[config.mk]
export PLATFORM = sky130hd
export DESIGN_NAME = pipeline_controller
export DESIGN_NICKNAME = d
export VERILOG_FILES = /design/src/rtl/proc_pkg.sv /design/src/rtl/hazard_detect.sv /design/src/rtl/pipeline_controller.sv
export SDC_FILE = /design/constraint.sdc
export NUM_CORES = 1
export LEC_CHECK = 0
export ABC_AREA = 1
export BUFFER_PORTS_ARGS = -buffer_cell sky130_fd_sc_hd__buf_4
export CORE_AREA = 2 2 66 68
export CTS_CLUSTER_SIZE = 12
export DETAILED_ROUTE_END_ITERATION = 8
export DIE_AREA = 0 0 68 70
export GPL_ROUTABILITY_DRIVEN = 0
export SLEW_MARGIN = 20
export SYNTH_ARGS = -nofsm -noshare
export SYNTH_HDL_FRONTEND = slang
export SYNTH_SLANG_ARGS = --single-unit
[constraint.sdc]
create_clock -name clk -period 3 [get_ports clk]
set_input_delay 0.45 -clock clk [delete_from_list [all_inputs] [get_ports clk]]
set_output_delay 0.45 -clock clk [all_outputs]
set_load 0.03 [all_outputs]
[src/rtl/proc_pkg.sv]
// rtl/proc_pkg.sv - shared types and constants for the pipeline control slice
// Contents:
//   state_e      controller FSM states (IDLE, RUN, DRAIN, HALTED)
//   REG_AW_DEF   default register-address width
//   DRAIN_DEPTH  cycles spent in DRAIN before the pipeline is empty
package proc_pkg;

  typedef enum logic [1:0] {
    ST_IDLE   = 2'd0,
    ST_RUN    = 2'd1,
    ST_DRAIN  = 2'd2,
    ST_HALTED = 2'd3
  } state_e;

  localparam int         REG_AW_DEF  = 3;
  localparam logic [1:0] DRAIN_DEPTH = 2'd2;

endpackage

[src/rtl/hazard_detect.sv]
// rtl/hazard_detect.sv - combinational load-use hazard compare
// Ports:
//   id_valid, id_rs1, id_rs2, id_uses_rs1, id_uses_rs2  ID-stage sources
//   ex_valid, ex_is_load, ex_wr_en, ex_rd                EX-stage producer
//   load_use                                             ID needs a value the EX load has not produced yet
module hazard_detect
  import proc_pkg::*;
#(
  parameter int REG_AW = REG_AW_DEF
) (
  input  logic              id_valid,
  input  logic [REG_AW-1:0] id_rs1,
  input  logic [REG_AW-1:0] id_rs2,
  input  logic              id_uses_rs1,
  input  logic              id_uses_rs2,
  input  logic              ex_valid,
  input  logic              ex_is_load,
  input  logic              ex_wr_en,
  input  logic [REG_AW-1:0] ex_rd,
  output logic              load_use
);

  logic producer;
  logic rs1_hit;
  logic rs2_hit;

  // Register 0 is hardwired, so a load targeting it never creates a dependency.
  assign producer = ex_valid & ex_is_load & ex_wr_en & (ex_rd != '0);
  assign rs1_hit  = id_uses_rs1 & (id_rs1 == ex_rd);
  assign rs2_hit  = id_uses_rs2 & (id_rs2 == ex_rd);
  assign load_use = id_valid & producer & (rs1_hit | rs2_hit);

endmodule

[src/rtl/pipeline_controller.sv]
// rtl/pipeline_controller.sv - stall/flush/drain controller for a short in-order pipeline
// Ports:
//   clk, rst_n                      clock, asynchronous active-low reset
//   id_* / ex_*                     ID and EX stage status used for hazard and branch decisions
//   ex_branch_taken, ex_busy        EX redirect and multi-cycle busy
//   halt_req, resume                drain-and-halt request, leave halt
//   pc_en, if_id_en, if_id_flush    PC and IF/ID register control
//   id_ex_en, id_ex_flush           ID/EX register control
//   halted, stall_cnt               pipeline frozen empty, saturating stall-cycle count
module pipeline_controller
  import proc_pkg::*;
#(
  parameter int REG_AW   = REG_AW_DEF,
  parameter int STALL_CW = 16
) (
  input  logic                clk,
  input  logic                rst_n,
  input  logic                id_valid,
  input  logic [REG_AW-1:0]   id_rs1,
  input  logic [REG_AW-1:0]   id_rs2,
  input  logic                id_uses_rs1,
  input  logic                id_uses_rs2,
  input  logic                ex_valid,
  input  logic                ex_is_load,
  input  logic                ex_wr_en,
  input  logic [REG_AW-1:0]   ex_rd,
  input  logic                ex_branch_taken,
  input  logic                ex_busy,
  input  logic                halt_req,
  input  logic                resume,
  output logic                pc_en,
  output logic                if_id_en,
  output logic                if_id_flush,
  output logic                id_ex_en,
  output logic                id_ex_flush,
  output logic                halted,
  output logic [STALL_CW-1:0] stall_cnt
);

  state_e        state_q, state_d;
  logic [1:0]    drain_q, drain_d;
  logic [STALL_CW-1:0] stall_q;
  logic          stall_inc;
  logic          load_use;
  logic          branch;

  hazard_detect #(.REG_AW(REG_AW)) u_hazard (
    .id_valid    (id_valid),
    .id_rs1      (id_rs1),
    .id_rs2      (id_rs2),
    .id_uses_rs1 (id_uses_rs1),
    .id_uses_rs2 (id_uses_rs2),
    .ex_valid    (ex_valid),
    .ex_is_load  (ex_is_load),
    .ex_wr_en    (ex_wr_en),
    .ex_rd       (ex_rd),
    .load_use    (load_use)
  );

  assign branch = ex_valid & ex_branch_taken;

  always_comb begin
    pc_en       = 1'b0;
    if_id_en    = 1'b0;
    if_id_flush = 1'b0;
    id_ex_en    = 1'b0;
    id_ex_flush = 1'b0;
    halted      = 1'b0;
    stall_inc   = 1'b0;
    state_d     = state_q;
    drain_d     = drain_q;

    case (state_q)
      ST_IDLE: begin
        if_id_flush = 1'b1;
        id_ex_flush = 1'b1;
        state_d     = ST_RUN;
      end

      ST_RUN: begin
        if (branch) begin
          // Redirect: fetch the target, squash both younger instructions.
          pc_en       = 1'b1;
          if_id_flush = 1'b1;
          id_ex_flush = 1'b1;
        end else if (ex_busy) begin
          stall_inc = 1'b1;
        end else if (load_use) begin
          // Hold IF and ID, push a bubble into EX until the load data exists.
          id_ex_en    = 1'b1;
          id_ex_flush = 1'b1;
          stall_inc   = 1'b1;
        end else begin
          pc_en    = 1'b1;
          if_id_en = 1'b1;
          id_ex_en = 1'b1;
          if (halt_req) begin
            state_d = ST_DRAIN;
            drain_d = DRAIN_DEPTH;
          end
        end
      end

      ST_DRAIN: begin
        if (branch) begin
          pc_en       = 1'b1;
          if_id_flush = 1'b1;
          id_ex_flush = 1'b1;
        end else if (ex_busy) begin
          stall_inc = 1'b1;
        end else begin
          // Stop fetching and let instructions already in flight move on.
          if_id_flush = 1'b1;
          id_ex_en    = 1'b1;
          drain_d     = drain_q - 2'd1;
          if (drain_q <= 2'd1) begin
            drain_d = 2'd0;
            state_d = ST_HALTED;
          end
        end
      end

      ST_HALTED: begin
        halted = 1'b1;
        if (resume) begin
          state_d = ST_RUN;
        end
      end

      default: begin
        state_d = ST_IDLE;
      end
    endcase
  end

  always_ff @(posedge clk or negedge rst_n) begin
    if (!rst_n) begin
      state_q <= ST_IDLE;
      drain_q <= 2'd0;
      stall_q <= '0;
    end else begin
      state_q <= state_d;
      drain_q <= drain_d;
      if (stall_inc && (stall_q != '1)) begin
        stall_q <= stall_q + 1'b1;
      end
    end
  end

  assign stall_cnt = stall_q;

endmodule
==> flow_summary.toml <==
[timing]
finalSetupTns_ns = 0
fin_ws_ns = 0.684
rsz0062_at_grt = "no"
slew_headroom = 0.803
timing.fmax_mhz = 432
fin_skew_ns = 0.00370
fin_crit_sh = 0.772
setup_viol = 0
final-max-slew-violation-count = 0
min_period_ns = 2.32
tightestPinTransition_ns = 0.293
timing.final.hold_violations = 0

[die]
rows = 24
die_y_microns = 70
start_util = 0.374
io_pins = 43
die_w_microns = 68
fp.coreArea_sq_um = 4140
die_area_sq_um = 4760

[grt]
grt_pass1_wl_microns = 6120
grtUsageTotal = 0.161
grt_antenna_before_repair = 0
grt.overflow.total = 0
grt_pass1_vias = 1420
grt_start_max_net_pins = 25

[yosys]
synth_edf_count = 0
postSynthAreaPerCell_sq_um = 6.98
yosysTopAreaCellShare = 0.323
synthMuxAreaShare = 0
synth_top_family_by_area = "simple AND/OR/NAND/NOR gates"
syn-num-nets = 249
synth_xor_xnor_area_share = 0.0395
syn_area_sq_um = 1550
ys_warn_count = 0
synth_top_cells_by_area = "dfrtp_1, nand2_1, nand4_1, inv_1, ha_1"
synth-simple-area-share = 0.416
yosysTopAreaCell = "dfrtp_1"
ys_types = 31
synthArstFlopShare = 1.00
yosysSeqAreaShare = 0.323
ys_ff_latch = 20
synthAdderAreaFrac = 0.0484
synth-compound-area-share = 0.0589
synthCells = 222
synthFlopType = "dfrtp_1"

[worst_setup_path]
reg2reg_from = "stall_cnt[0]"
reg2regPathDepth = 10
cp-end-kind = "output port"
r2r_end = "stall_cnt[15]"
arrival_ns = 1.87
cp_max_fo = 24
cp-start-kind = "register"
criticalPathCategory = "register to output port"
reg2reg_slack_ns = 1.20
critPathRequiredTime_ns = 2.55

[placed_design]
hpwl_microns = 2590
place_inst = 311
preCtsSetupSlack_ns = 0.953
place.port_buffers = 42

[clock_tree]
path_clk_slew_ns = 0.07
cts_tree = "yes"
cts_max_path_buffers = 2
clkLatencyLatePin_ns = 0.26
htree_levels = 1
post_cts_buffers = 0
clockRootBuffer = "clkbuf_8"
postCtsHoldBufs = 0
cts_buffers = 3
cts.sinks = 20
cts.repair.resized = 0

[outcome]
outcome = "finished clean"

[drt]
drc = 0
drt-pass1-iter-count = 4
wl_microns = 3380
detail_route.wl_per_cell_microns = 10.8
num_vias = 1526
via_per_inst = 4.86
ant_nets = 0
dr.first_iter.drc_count = 69

[power_and_ir_drop]
power_switching_mw = 0.643
power_leakage_nw = 1.01
cellPowerDensity_nw_per_um2 = 679
power_frac_clock = 0.136
comb_power_share = 0.571
ir_drop_mv = 0.513
pwr-share-seq = 0.292
p_int_mw = 0.660
sw_frac_of_total = 0.494

[final_layout]
utilization = 0.463
regArea_sq_um = 500
antenna_cells = 0
syn_to_final_growth_pct = 23.7
fill_cells = 454
finalNonFillerCells = 314
multi_input_area_sq_um = 872
layout.nets = 291
drive_above_1_share = 0.225

[worst_hold_path]
hp-class = "input port to asynchronous set/reset pin"

[job]
drv_cap = 0
layout by cell type, fill, tap and decap left out, types with 2 or more instances in the layout:
cell,count
clkbuf_8,3
nand4_1,19
inv_1,28
nand3_2,2
nor3_1,7
xnor2_1,3
xor2_1,4
a221oi_1,2
dfrtp_1,20
a21oi_1,4
nand2_1,72
o21ai_0,6
nand2_2,4
nor2_2,2
inv_2,2
nand3_1,10
nor2_1,14
buf_4,43
ha_1,6
o21ai_1,2
worst max path at each step:
stage	to	cells past startpoint	slack (ns)	start
6_report	pc_en	6	0.68	state_q[0]
5_1_grt	pc_en	6	0.55	state_q[0]
4_1_cts	pc_en	6	0.67	state_q[0]
3_5_place_dp	pc_en	6	0.95	state_q[0]
3_3_place_gp	pc_en	6	0.98	state_q[0]
2_1_floorplan	pc_en	6	0.76	state_q[0]
synthesized netlist by cell type (all sizes together), types with 2 or more instances:
library cell,number
a21oi,4
dfrtp,20
nand2,77
ha,6
buf,5
nor3,7
nand4,19
a221oi,2
xor2,4
o21ai,8
nor2,17
xnor2,3
nand3,13
inv,30
stage by stage:
| step | area (sq um) | power (mW) | hold slack, ns |
|---|---|---|---|
| after floorplan | 1550 | 0.985 | 0.154 |
| after global placement | 1880 | 1.13 | 0.346 |
| after detailed placement | 1880 | 1.14 | 0.348 |
| after CTS | 1920 | 1.32 | 0.0602 |
| after global routing | 1920 | 1.42 | 0.0697 |
| final | 1920 | 1.30 | 0.0554 |
worst max-delay path, cell delays in order (launching register included):
cell      delay (ns)
dfrtp_1         0.41
inv_1           0.08
ha_1            0.28
buf_4           0.26
inv_1           0.13
a221oi_1        0.23
buf_4           0.21
state kept, by name, summed over array words and instances (netlist names):
register and cells:
drain_q 2, stall_cnt 16, state_q 2
layout make-up:
| class | instances | area share |
|---|---|---|
| Inverter | 31 | 0.0607 |
| Timing Repair Buffer | 43 | 0.168 |
| Clock buffer | 3 | 0.0215 |
| Tap cell | 52 | 0.0339 |
| Sequential cell | 20 | 0.261 |
| Multi-Input combinational cell | 165 | 0.455 |
cell families after synthesis:
kind of cell,after synthesis
AOI/OAI and AO/OA,16
adders and majority gates,6
DFF,20
buffers and inverters,37
xor gates and xnor gates,7
and+or+nand+nor,136
layer usage:
metal,part of all wire,up-vias,track usage
met1,0.48,698,0.222
met4,0.0024,0,0.0244
li1,-,801,-
met5,0,-,0
met2,0.48,25,0.259
met3,0.039,2,0.0386
power by group through the flow:
stage	Combinational, mW	Sequential (mW)	Clock (mW)
after global routing	0.830	0.392	0.197
final	0.744	0.381	0.178
after detailed placement	0.750	0.386	0
after floorplan	0.563	0.422	0
after CTS	0.754	0.381	0.187
after global placement	0.743	0.388	0
(Power assumes the default switching activity.)
